[config.mk]
export PLATFORM = sky130hd
export DESIGN_NAME = freq_meter
export DESIGN_NICKNAME = d
export VERILOG_FILES = /design/src/rtl/freq_meter.sv
export SDC_FILE = /design/constraint.sdc
export NUM_CORES = 1
export LEC_CHECK = 0
export CAP_MARGIN = 5
export CORE_AREA = 2 2 90 92
export DETAILED_ROUTE_END_ITERATION = 12
export DIE_AREA = 0 0 92 94
export GPL_ROUTABILITY_DRIVEN = 0
export HOLD_SLACK_MARGIN = 0.08
export PLACE_DENSITY_LB_ADDON = 0.05
export SETUP_SLACK_MARGIN = 0.02
export SLEW_MARGIN = 20
export SYNTH_ARGS = -nofsm -noshare
export SYNTH_HDL_FRONTEND = slang
export SYNTH_SLANG_ARGS = --single-unit
[constraint.sdc]
create_clock -name clk -period 5.6 [get_ports clk]
set_input_delay 0.84 -clock clk [delete_from_list [all_inputs] [get_ports clk]]
set_output_delay 0.84 -clock clk [all_outputs]
set_load 0.01 [all_outputs]
[src/rtl/freq_meter.sv]
// rtl/freq_meter.sv - gated rising-edge counter measuring the frequency of an asynchronous input
// Counts synchronised rising edges of sig_in over GATE_CYCLES clk cycles; one-shot or continuous.
module freq_meter #(
  parameter int GATE_CYCLES = 50_000_000,
  parameter int CNT_W       = 32,
  parameter int SYNC_STAGES = 2
) (
  input  logic             clk,
  input  logic             rst,
  input  logic             sig_in,
  input  logic             start,
  input  logic             cont,
  output logic             busy,
  output logic [CNT_W-1:0] freq_cnt,
  output logic             freq_valid,
  output logic             overflow
);

  localparam int GATE_W = (GATE_CYCLES > 1) ? $clog2(GATE_CYCLES) : 1;
  localparam logic [GATE_W-1:0] GATE_LAST = GATE_W'(GATE_CYCLES - 1);
  localparam logic [CNT_W-1:0]  CNT_MAX   = '1;

  typedef enum logic [1:0] {
    S_IDLE,
    S_GATE,
    S_DONE
  } state_e;

  state_e                 state_q, state_d;
  logic [SYNC_STAGES-1:0] sync_q;
  logic                   s_prev_q;
  logic                   sig_s;
  logic                   edge_det;
  logic [GATE_W-1:0]      gate_cnt_q, gate_cnt_d;
  logic [CNT_W-1:0]       edge_cnt_q, edge_cnt_d;
  logic                   ovf_q, ovf_d;
  logic [CNT_W-1:0]       freq_cnt_q, freq_cnt_d;
  logic                   overflow_q, overflow_d;
  logic                   freq_valid_q, freq_valid_d;

  // s_prev always tracks s, so a level already high when a gate opens is never an edge.
  assign sig_s    = sync_q[SYNC_STAGES-1];
  assign edge_det = sig_s & ~s_prev_q;

  always_comb begin
    state_d      = state_q;
    gate_cnt_d   = gate_cnt_q;
    edge_cnt_d   = edge_cnt_q;
    ovf_d        = ovf_q;
    freq_cnt_d   = freq_cnt_q;
    overflow_d   = overflow_q;
    freq_valid_d = 1'b0;
    case (state_q)
      S_IDLE: begin
        gate_cnt_d = '0;
        edge_cnt_d = '0;
        ovf_d      = 1'b0;
        if (start) state_d = S_GATE;
      end
      S_GATE: begin
        gate_cnt_d = gate_cnt_q + 1'b1;
        if (edge_det) begin
          if (edge_cnt_q == CNT_MAX) ovf_d = 1'b1;
          else                       edge_cnt_d = edge_cnt_q + 1'b1;
        end
        // Result is loaded on the last gate cycle so it is visible together with the DONE pulse.
        if (gate_cnt_q == GATE_LAST) begin
          state_d      = S_DONE;
          freq_cnt_d   = edge_cnt_d;
          overflow_d   = ovf_d;
          freq_valid_d = 1'b1;
        end
      end
      S_DONE: begin
        gate_cnt_d = '0;
        edge_cnt_d = '0;
        ovf_d      = 1'b0;
        state_d    = cont ? S_GATE : S_IDLE;
      end
      default: state_d = S_IDLE;
    endcase
  end

  always_ff @(posedge clk) begin
    if (rst) begin
      state_q      <= S_IDLE;
      sync_q       <= '0;
      s_prev_q     <= 1'b0;
      gate_cnt_q   <= '0;
      edge_cnt_q   <= '0;
      ovf_q        <= 1'b0;
      freq_cnt_q   <= '0;
      overflow_q   <= 1'b0;
      freq_valid_q <= 1'b0;
    end else begin
      state_q      <= state_d;
      sync_q       <= {sync_q[SYNC_STAGES-2:0], sig_in};
      s_prev_q     <= sig_s;
      gate_cnt_q   <= gate_cnt_d;
      edge_cnt_q   <= edge_cnt_d;
      ovf_q        <= ovf_d;
      freq_cnt_q   <= freq_cnt_d;
      overflow_q   <= overflow_d;
      freq_valid_q <= freq_valid_d;
    end
  end

  assign busy       = (state_q != S_IDLE);
  assign freq_cnt   = freq_cnt_q;
  assign freq_valid = freq_valid_q;
  assign overflow   = overflow_q;

endmodule
# After elaboration in Yosys (flattened, before gate mapping)
# Cells that the tools add are included.
# op_classes
muxes	12
reduce_logical	7
n_eq_ne	6
addsub	2
n_bitwise	3
# ops
operator	n
$mux W32	2
$pmux W32 S2	1
$pmux W26 S2	1
$add A32 B1 Y32 const B	1
$eq A32 B32 Y1 const B	1
$add A26 B1 Y26 const B	1
$eq A26 B26 Y1 const B	1
$pmux W2 S3	1
$mux W1	4
$mux W2	2
$ne A2 B2 Y1 const B	2
$reduce_and A2 Y1	2
$reduce_bool A2 Y1	2
$reduce_or A2 Y1	2
$eq A2 B1 Y1 const B	1
$eq A2 B2 Y1 const B	1
$logic_not A2 Y1	1
$not A1 Y1	2
$pmux W1 S2	1
$and A1 B1 Y1	1
# totals
reg_bits	98
word_cells	39
output_inout_bits	35

# Logic depth before layout (Yosys ltp)
# Gate-level depths: netlist of the first run.
# logic_depth
ltp_word	4
ltp_mapped	10
depth_no_buf	7

# Worst setup path after synthesis of the first run
# No wires, ideal clock.
# synth_timing
path_kind	flip-flop to flip-flop
startpoint	register edge_cnt_q[26]
endpoint	register freq_cnt_q[25], in the netlist freq_cnt[25]
path_buffers	3
slack_ns	3.378
required_ns	5.514
stages_incl_launch_ff	10
t_arrival_ns	2.136
cell_sequence	dfxtp_1 clkbuf_1 nand4_1 or4_1 buf_2 o31ai_4 buf_6 nor2_1 xnor2_1 a211oi_1
# synth_between
elab_chain_len	3
# synth_lines
element	line	rtl
from (decl)	35	logic [CNT_W-1:0] edge_cnt_q, edge_cnt_d;
from (signal assigned)	100	edge_cnt_q <= edge_cnt_d;
$eq A32 B32 Y1	63	if (edge_cnt_q == CNT_MAX) ovf_d = 1'b1;
$mux W32	63	
$mux W32	62	if (edge_det) begin
to (signal assigned)	102	freq_cnt_q <= freq_cnt_d;
to (decl)	37	logic [CNT_W-1:0] freq_cnt_q, freq_cnt_d;
# No other way between the ends.
# A chain may end at the register's enable or synchronous reset.

# Worst setup path in the final report of the first run
# layout_timing
startpoint	register edge_cnt_q[20]
endpoint	register freq_cnt_q[27], in the netlist freq_cnt[27]
# layout_between
elab_chain_len	3
# layout_lines
element	line
$add A32 B1 Y32 / $eq A32 B32 Y1 (equally long branches)	64, 63
$mux W32 *	63
$mux W32 *	62
# Every way passes the cells marked *; elsewhere a longest branch is shown, timed or not.

==> qor.yml, run 1 <==
synthesis:
  synth_warnings: 0
  ys_seq_area_share_pct: 42.15
  synth_top_flop_cell: "dfxtp_1"
  syn_inst: 552
  synth_top_area_share_pct: 42.15
  ys_types: 47
  synthArstFlopShare_pct: 0
  synth_edf_count: 0
  synth-seq-cells: 98
  yosysTopAreaCell: "dfxtp_1"
  synth_common_cells: "109 x nor2_1, 98 x dfxtp_1, 45 x xnor2_1"
  synthTopCellsByArea: "dfxtp_1 42%, nor2_1 8.8%, xnor2_1 8.5%"
  synth_fp_nets: 559
  synth_area_per_cell_um2: 8.432
  synth_most_common_cell: "nor2_1"
  syn_area_mm2: 0.004654
hold_path:
  hold_start: "sync_q[0]$_SDFF_PP0_"
  min_path_cells: 1
  min_to: "sync_q[1]$_SDFF_PP0_"
  hold_path_class: "flop to flop"
setup_path:
  rr_worst_depth: 6
  end_kind: "flop"
  worstSetupStartpointType: "flop"
  worst-path-max-fanout: 16
  r2r_end: "freq_cnt[27]$_SDFFE_PP0P_"
  ff2ff_setup_slack_ps: 2680
  arrival_ps: 3190
  required_ps: 5870
  crit_type: "flop to flop"
  r2r_start: "edge_cnt_q[20]$_SDFFE_PP0P_"
place:
  dpl-instance-area_mm2: 0.005035
  hpwl_mm: 6.466
  dp.cells: 662
  numPortBuffers: 39
timing:
  relSlewSlack_pct: 38.33
  maxSlewViolCount: 0
  fin_setup_tns_ps: 0
  fin_skew_ps: 10.98
  grt_setup_unrepaired: "false"
  setup_viol: 0
  finalHoldViolations: 0
  period_share_pct: 52.09
  min_period_ps: 2917
  worst_pin_slew_ps: 923.8
  max_freq_mhz: 342.8
detailed_routing:
  num_vias: 3819
  first_iter_violations: 155
  drc_errors: 0
  wl_per_cell_um: 13.98
  totalWireLength_mm: 9.495
  vias_per_cell: 5.624
  postRouteAntennaNets: 0
  first_pass_iters: 4
die:
  core_area_mm2: 0.007607
  die_h_um: 94
  die_x_um: 92
  die-area_mm2: 0.008648
  rows: 32
  ioPinCount: 40
  start_util_pct: 61.18
run:
  drv_cap: 0
clock_tree:
  clk_latency_ps: 360
  cts_setup_buffers: 0
  cts_hold_buffers: 0
  cts.clk_slew.worst_paths_ps: 90
  cts.sinks: 98
  cts_max_level: 3
  cts_resized: 0
  cts_max_path_buffers: 2
  cts_tree: "yes"
  cts_buffers: 9
  cts-root-buf: "clkbuf_8"
power_and_ir_drop:
  total_power_w: 0.001146
  power_density_mw_per_mm2: 218.6
  p_leak_nw: 1.548
  ir_drop_uv: 155.0
layout:
  final_area_mm2: 0.005240
  fin_util_pct: 68.88
  fill_cells: 648
  nets: 579
  fin_cells: 679
  diodes: 0
  area_growth_pct: 12.58
  drive_gt1_share_pct: 6.066
run_status:
  outcome: "finished, final reports clean"
grt:
  grt_pass1_wl_mm: 16.52
  grt_max_degree: 62
  grt_pass1_vias: 3611
  grt_usage_pct: 23.31
  antenna_found_initial: 0
  overflow: 0
==> area by class of cell <==
type,instances,area (µm²),share of cell area (%)
clock buffer,10,137.6,2.627
clock inverter,6,40.04,0.7641
inverter,5,18.77,0.3582
multi-input combinational,415,2514,47.97
sequential,98,1962,37.44
tap,102,127.6,2.436
timing repair buffer,43,440.4,8.405
==> kinds of logic after synthesis <==
logic type | count (synthesis) | synth area share [%]
compound gates | 71 | 10.70
buf+inv | 39 | 4.032
flops | 98 | 42.15
xor+xnor | 73 | 13.74
fa+ha+maj | 2 | 0.5375
mux | 2 | 0.4301
simple gates | 267 | 28.41
==> worst max-delay path, cell delays in order (launching register included) <==
cell and delay, ps:
dfxtp_1 430, nand3_1 240, or4_1 790, o31ai_4 780, nor3_1 150, xnor2_1 170, a211oi_1 250
==> routing by layer <==
layer  wire, µm  vias up  track usage (%)
met5          0        -                0
met4        159        0            8.209
met3        317       16            3.451
met2       4666       69            41.05
met1       4351     1772            29.19
li1           -     1962                -
==> sequential cells by signal, summed over array words and instances, names as in the netlist <==
signal      flops
ovf_q           1
gate_cnt_q     26
freq_cnt       32
edge_cnt_q     32
freq_valid      1
sync_q          2
s_prev_q        1
state_q         2
overflow        1
==> metrics by stage <==
step                worst slack (ps)  hold slack [ps]
floorplan                       3378            413.8
global placement                2376            433.7
detailed placement              2704            434.9
CTS                             2663            466.7
global route                    2476            481.9
finish                          2683            454.1
==> how the worst max path moves through the flow <==
stage / startpoint / end / cells after the start
after global placement: rst / edge_cnt_q[29]$_SDFFE_PP0P_ / 5
after CTS: edge_cnt_q[20]$_SDFFE_PP0P_ / freq_cnt[27]$_SDFFE_PP0P_ / 6
after floorplan: edge_cnt_q[26]$_SDFFE_PP0P_ / freq_cnt[25]$_SDFFE_PP0P_ / 9
final: edge_cnt_q[20]$_SDFFE_PP0P_ / freq_cnt[27]$_SDFFE_PP0P_ / 6
after detailed placement: gate_cnt_q[11]$_SDFFE_PP0P_ / freq_cnt[4]$_SDFFE_PP0P_ / 6
after global routing: edge_cnt_q[20]$_SDFFE_PP0P_ / freq_cnt[27]$_SDFFE_PP0P_ / 6
==> cells in the final DEF (no fill, tap or decap), types with 14 or more instances in the layout <==
master	n
xor2_1	28
nand2_1	28
a21oi_1	14
nand3_1	20
nor2_1	109
nor3_1	23
xnor2_1	45
clkdlybuf4s50_1	39
a211oi_1	29
nand4_1	20
dfxtp_1	98
==> where the power goes <==
part / internal (W) / switching, W
sequential: 0.000698 / 0.00000187
clock: 0.000175 / 0.000242
combinational: 0.00000884 / 0.0000197
(Power assumes the default switching activity.)
==> run 2: changes to the inputs <==
CORE_AREA = 2 2 93 95   (was 2 2 90 92)
DIE_AREA = 0 0 95 97   (was 0 0 92 94)
clock period = 2.94 ns   (was 5.6 ns; I/O delays follow)
==> qor.yml, run 2 (same netlist as run 1, synthesis figures left out) <==
setup_path:
  crit_chain: "ha_1 -> nand3_1 -> or3_1 -> a211oi_1 -> nand4_1 -> xor2_1 -> nor2_1"
  crit_type: "flop to flop"
  slowest_stage: "a211oi_1"
  end_kind: "flop"
  worstSetupStartpointType: "flop"
  required_ps: 3190
  slowest_delay_ps: 560
  startpoint: "edge_cnt_q[1]$_SDFFE_PP0P_"
  r2r_start: "edge_cnt_q[1]$_SDFFE_PP0P_"
  arrival_ps: 2810
  worst-path-max-fanout: 8
detailed_routing:
  num_vias: 3933
  wl_per_cell_um: 14.61
  drc_errors: 0
  first_iter_violations: 184
  first_pass_iters: 4
  postRouteAntennaNets: 0
  vias_per_cell: 5.635
  totalWireLength_mm: 10.20
timing:
  worst_pin_slew_ps: 674.3
  fin_setup_tns_ps: 0
  period_share_pct: 87.10
  maxSlewViolCount: 0
  relSlewSlack_pct: 54.63
  max_freq_mhz: 390.5
  grt_setup_unrepaired: "false"
  finalHoldViolations: 0
  min_period_ps: 2561
  setup_viol: 0
  fin_skew_ps: 10.20
layout:
  nets: 595
  diodes: 0
  final_common_cell: "nor2_1"
  multi_input_area_mm2: 0.002509
  final_cell_mix: "109 x nor2_1, 98 x dfxtp_1, 45 x xnor2_1"
  area_growth_pct: 14.73
  seq_area_mm2: 0.001962
  drive_gt1_share_pct: 8.432
  final_area_mm2: 0.005340
  fill_cells: 707
power_and_ir_drop:
  ir_drop_uv: 236.8
  total_power_w: 0.002203
  power_density_mw_per_mm2: 412.5
  p_leak_nw: 1.613
grt:
  grt_max_degree: 41
  overflow: 0
  grt_pass1_wl_mm: 17.35
  grt_pass1_vias: 3701
  grt_usage_pct: 23.34
  antenna_found_initial: 0
clock_tree:
  cts.sinks: 98
  cts-root-buf: "clkbuf_8"
  cts_setup_buffers: 0
  clk_latency_ps: 370
  cts_max_path_buffers: 2
  cts.clk_slew.worst_paths_ps: 100
  cts_max_level: 3
  cts_buffers: 9
  cts_hold_buffers: 0
  cts_resized: 0
  cts_tree: "yes"
die:
  rows: 33
  die_x_um: 95
  core_area_mm2: 0.008134
  ioPinCount: 40
  die_h_um: 97
  start_util_pct: 57.22
  die-area_mm2: 0.009215
run_status:
  outcome: "finished, final reports clean"
hold_path:
  hold_start: "sync_q[0]$_SDFF_PP0_"
  hold_path_class: "flop to flop"
place:
  hpwl_mm: 7.205
  numPortBuffers: 39
  dpl-instance-area_mm2: 0.005161
run:
  drv_cap: 0
run 2: layer usage:
layer / vias up / GRT usage [%] / wire length [µm]
li1: 1998 / - / -
met1: 1843 / 30.14 / 4763
met2: 79 / 38.63 / 4903
met3: 13 / 3.738 / 372
met4: 0 / 9.142 / 159
met5: - / 0 / 0
run 2: critical path, delay by kind of cell (launching register included):
family | cells | cell delay (ps)
AND/OR/NAND/NOR | 4 | 1010
flip-flops | 1 | 450
AO/OA/AOI/OAI | 1 | 560
adder cells (fa/ha/maj) | 1 | 240
XOR/XNOR | 1 | 180
run 2: power by group:
group          internal [W]   total, W  switching, W
Sequential          0.00133    0.00133    0.00000311
Combinational     0.0000185  0.0000575     0.0000390
Clock              0.000336   0.000812      0.000476
run 2: cell type report:
type,count,share of cell area [%]
inverter,5,0.3515
multi-input combinational,415,46.98
timing repair buffer,59,10.12
sequential,98,36.74
clock inverter,5,0.7029
tap,105,2.460
clock buffer,11,2.648
run 2: through the flow:
| stage | worst slack, ps | utilization, % | hold slack, ps | cells |
|---|---|---|---|---|
| final | 379.3 | 65.65 | 461.4 | 698 |
| after floorplan | 718.3 | - | 413.8 | 552 |
| after CTS | 405.0 | 65.65 | 467.2 | 698 |
| after global placement | 467.4 | 63.45 | 445.5 | 682 |
| after detailed placement | 433.1 | 63.45 | 450.2 | 682 |
| after global routing | 150.8 | 65.65 | 476.9 | 698 |
run 2: path summary, 6_finish.rpt:
kind | endpoint | depth (start not counted) | slack (ps)
worst max-delay path | edge_cnt_q[26]$_SDFFE_PP0P_ | 7 | 380
worst min-delay path | sync_q[1]$_SDFF_PP0_ | 1 | 460
worst max register to register | edge_cnt_q[26]$_SDFFE_PP0P_ | 7 | 380
worst min register to register | sync_q[1]$_SDFF_PP0_ | 1 | 460
==> run 3: changes to the inputs <==
CAP_MARGIN = 20   (was 5)
CORE_AREA = 3 3 94 96   (was 2 2 93 95)
DIE_AREA = 0 0 97 99   (was 0 0 95 97)
clock period = 2.6 ns   (was 2.94 ns; I/O delays follow)
==> qor.yml, run 3 (same netlist as run 1, synthesis figures left out) <==
run_status:
  outcome: "finished, final reports clean"
place:
  hpwl_mm: 7.162
  pre_cts_slack_ps: 182.4
  numPortBuffers: 39
power_and_ir_drop:
  p_leak_nw: 1.679
  ir_drop_uv: 287.8
  power_density_mw_per_mm2: 472.9
layout:
  final_common_cell: "nor2_1"
  diodes: 0
  fill_cells: 691
  drive_gt1_share_pct: 10.30
  nets: 604
  area_growth_pct: 17.18
  final_cell_mix: "109 x nor2_1, 98 x dfxtp_1, 45 x xnor2_1"
clock_tree:
  clk_latency_ps: 360
  cts_hold_buffers: 0
  cts_max_level: 3
  cts-root-buf: "clkbuf_8"
  cts.sinks: 98
  cts_tree: "yes"
  cts_buffers: 9
  cts_max_path_buffers: 2
  cts.clk_slew.worst_paths_ps: 100
die:
  rows: 33
  die_x_um: 97
  ioPinCount: 40
  die-area_mm2: 0.009603
  die_h_um: 99
  core_area_mm2: 0.008134
  start_util_pct: 57.22
grt:
  grt_pass1_vias: 3707
  grt_max_degree: 41
  antenna_found_initial: 0
  overflow: 0
  grt_usage_pct: 21.86
  grt_pass1_wl_mm: 17.57
timing:
  finalHoldViolations: 0
  setup_viol: 0
  worst_pin_slew_ps: 601.5
  min_period_ps: 2420
  maxSlewViolCount: 0
  max_freq_mhz: 413.2
  fin_skew_ps: 14.92
  period_share_pct: 93.08
  grt_setup_unrepaired: "false"
  relSlewSlack_pct: 59.53
  fin_setup_tns_ps: 0
  finalWorstSetupSlack_ps: 180.0
detailed_routing:
  wl_per_cell_um: 14.14
  num_vias: 3932
  first_iter_violations: 130
  postRouteAntennaNets: 0
  drc_errors: 0
  vias_per_cell: 5.562
  first_pass_iters: 4
  totalWireLength_mm: 9.995
run:
  drv_cap: 0
setup_path:
  slowest_stage: "or3_1"
  end_kind: "flop"
  arrival_ps: 2660
  crit_family: "simple AND/OR/NAND/NOR gates"
  slowest_delay_ps: 510
  worstSetupStartpointType: "flop"
  crit_type: "flop to flop"
  critPathBufInv: 1
  crit_top_cell: "nand3_1"
  required_ps: 2840
  crit_chain: "ha_1 -> nand3_1 -> or3_1 -> a211oi_1 -> buf_4 -> nand3_1 -> xor2_1 -> nor2_1"
  worst-path-max-fanout: 8
hold_path:
  hold_path_class: "flop to flop"
==> run 3: changes by cell type in the layout (fill, tap and decap cells not counted) <==
| cell | change |
|---|---|
| clkinv_4 | +3 |
| buf_12 | +1 |
| or4_4 | +1 |
| buf_4 | +8 |
| nor3_1 | -1 |
| nor3_2 | +1 |
| clkbuf_1 | -1 |
| bufinv_16 | +1 |
| or4_1 | -1 |
| clkinvlp_4 | -2 |
| inv_6 | -2 |
| clkinv_2 | +1 |
==> run 3: area by class of cell <==
class / instances / area, µm² / area share [%]
multi-input combinational: 415 / 2517 / 46.16
sequential: 98 / 1962 / 35.97
tap: 105 / 131.4 / 2.409
clock buffer: 10 / 137.6 / 2.524
clock inverter: 6 / 66.31 / 1.216
timing repair buffer: 68 / 620.6 / 11.38
inverter: 5 / 18.77 / 0.3441
==> run 3: through the flow <==
stage,cell area [µm²],util (%),total power (W),hold slack [ps],std cells
final,5454,67.05,0.002579,453.9,707
after detailed placement,5234,64.34,0.001610,427.8,690
after floorplan,4654,-,0.001584,413.8,552
after global placement,5234,64.34,0.001609,433.1,690
after global routing,5454,67.05,0.002687,470.9,707
after CTS,5438,66.85,0.002607,453.8,706
==> run 3: worst paths after layout <==
kind	from	endpoint	slack [ps]	cells after the start
setup reg to reg	edge_cnt_q[0]$_SDFFE_PP0P_	edge_cnt_q[8]$_SDFFE_PP0P_	180	8
hold / removal	sync_q[0]$_SDFF_PP0_	sync_q[1]$_SDFF_PP0_	450	1
hold reg to reg	sync_q[0]$_SDFF_PP0_	sync_q[1]$_SDFF_PP0_	450	1
setup / recovery	edge_cnt_q[0]$_SDFFE_PP0P_	edge_cnt_q[8]$_SDFFE_PP0P_	180	8
==> run 3: worst reg2reg max path, delay by kind of cell, from the launching register on <==
family          cells  cell delay, ps
flops               1             430
buf+inv             1             200
fa+ha+maj           1             210
xor+xnor            1             150
simple gates        4             880
compound gates      1             430
==> run 3: power breakdown <==
part           total (W)  internal (W)  switching (W)
sequential       0.00151       0.00150     0.00000385
combinational  0.0000669     0.0000234      0.0000435
clock            0.00100      0.000473       0.000531
total            0.00258       0.00200       0.000578
==> run 3: what timing repair did <==
action,CTS,global route
endpoints found under the setup margin,0,7
setup buffers,0,1
resized for setup,0,2
==> run 3: metal layers <==
| layer | vias to the layer above | wire length, µm | track usage [%] |
|---|---|---|---|
| li1 | 2026 | - | - |
| met1 | 1833 | 4505 | 27.65 |
| met2 | 67 | 4996 | 37.74 |
| met3 | 6 | 420 | 3.963 |
| met4 | 0 | 73 | 7.343 |
| met5 | - | 0 | 0 |
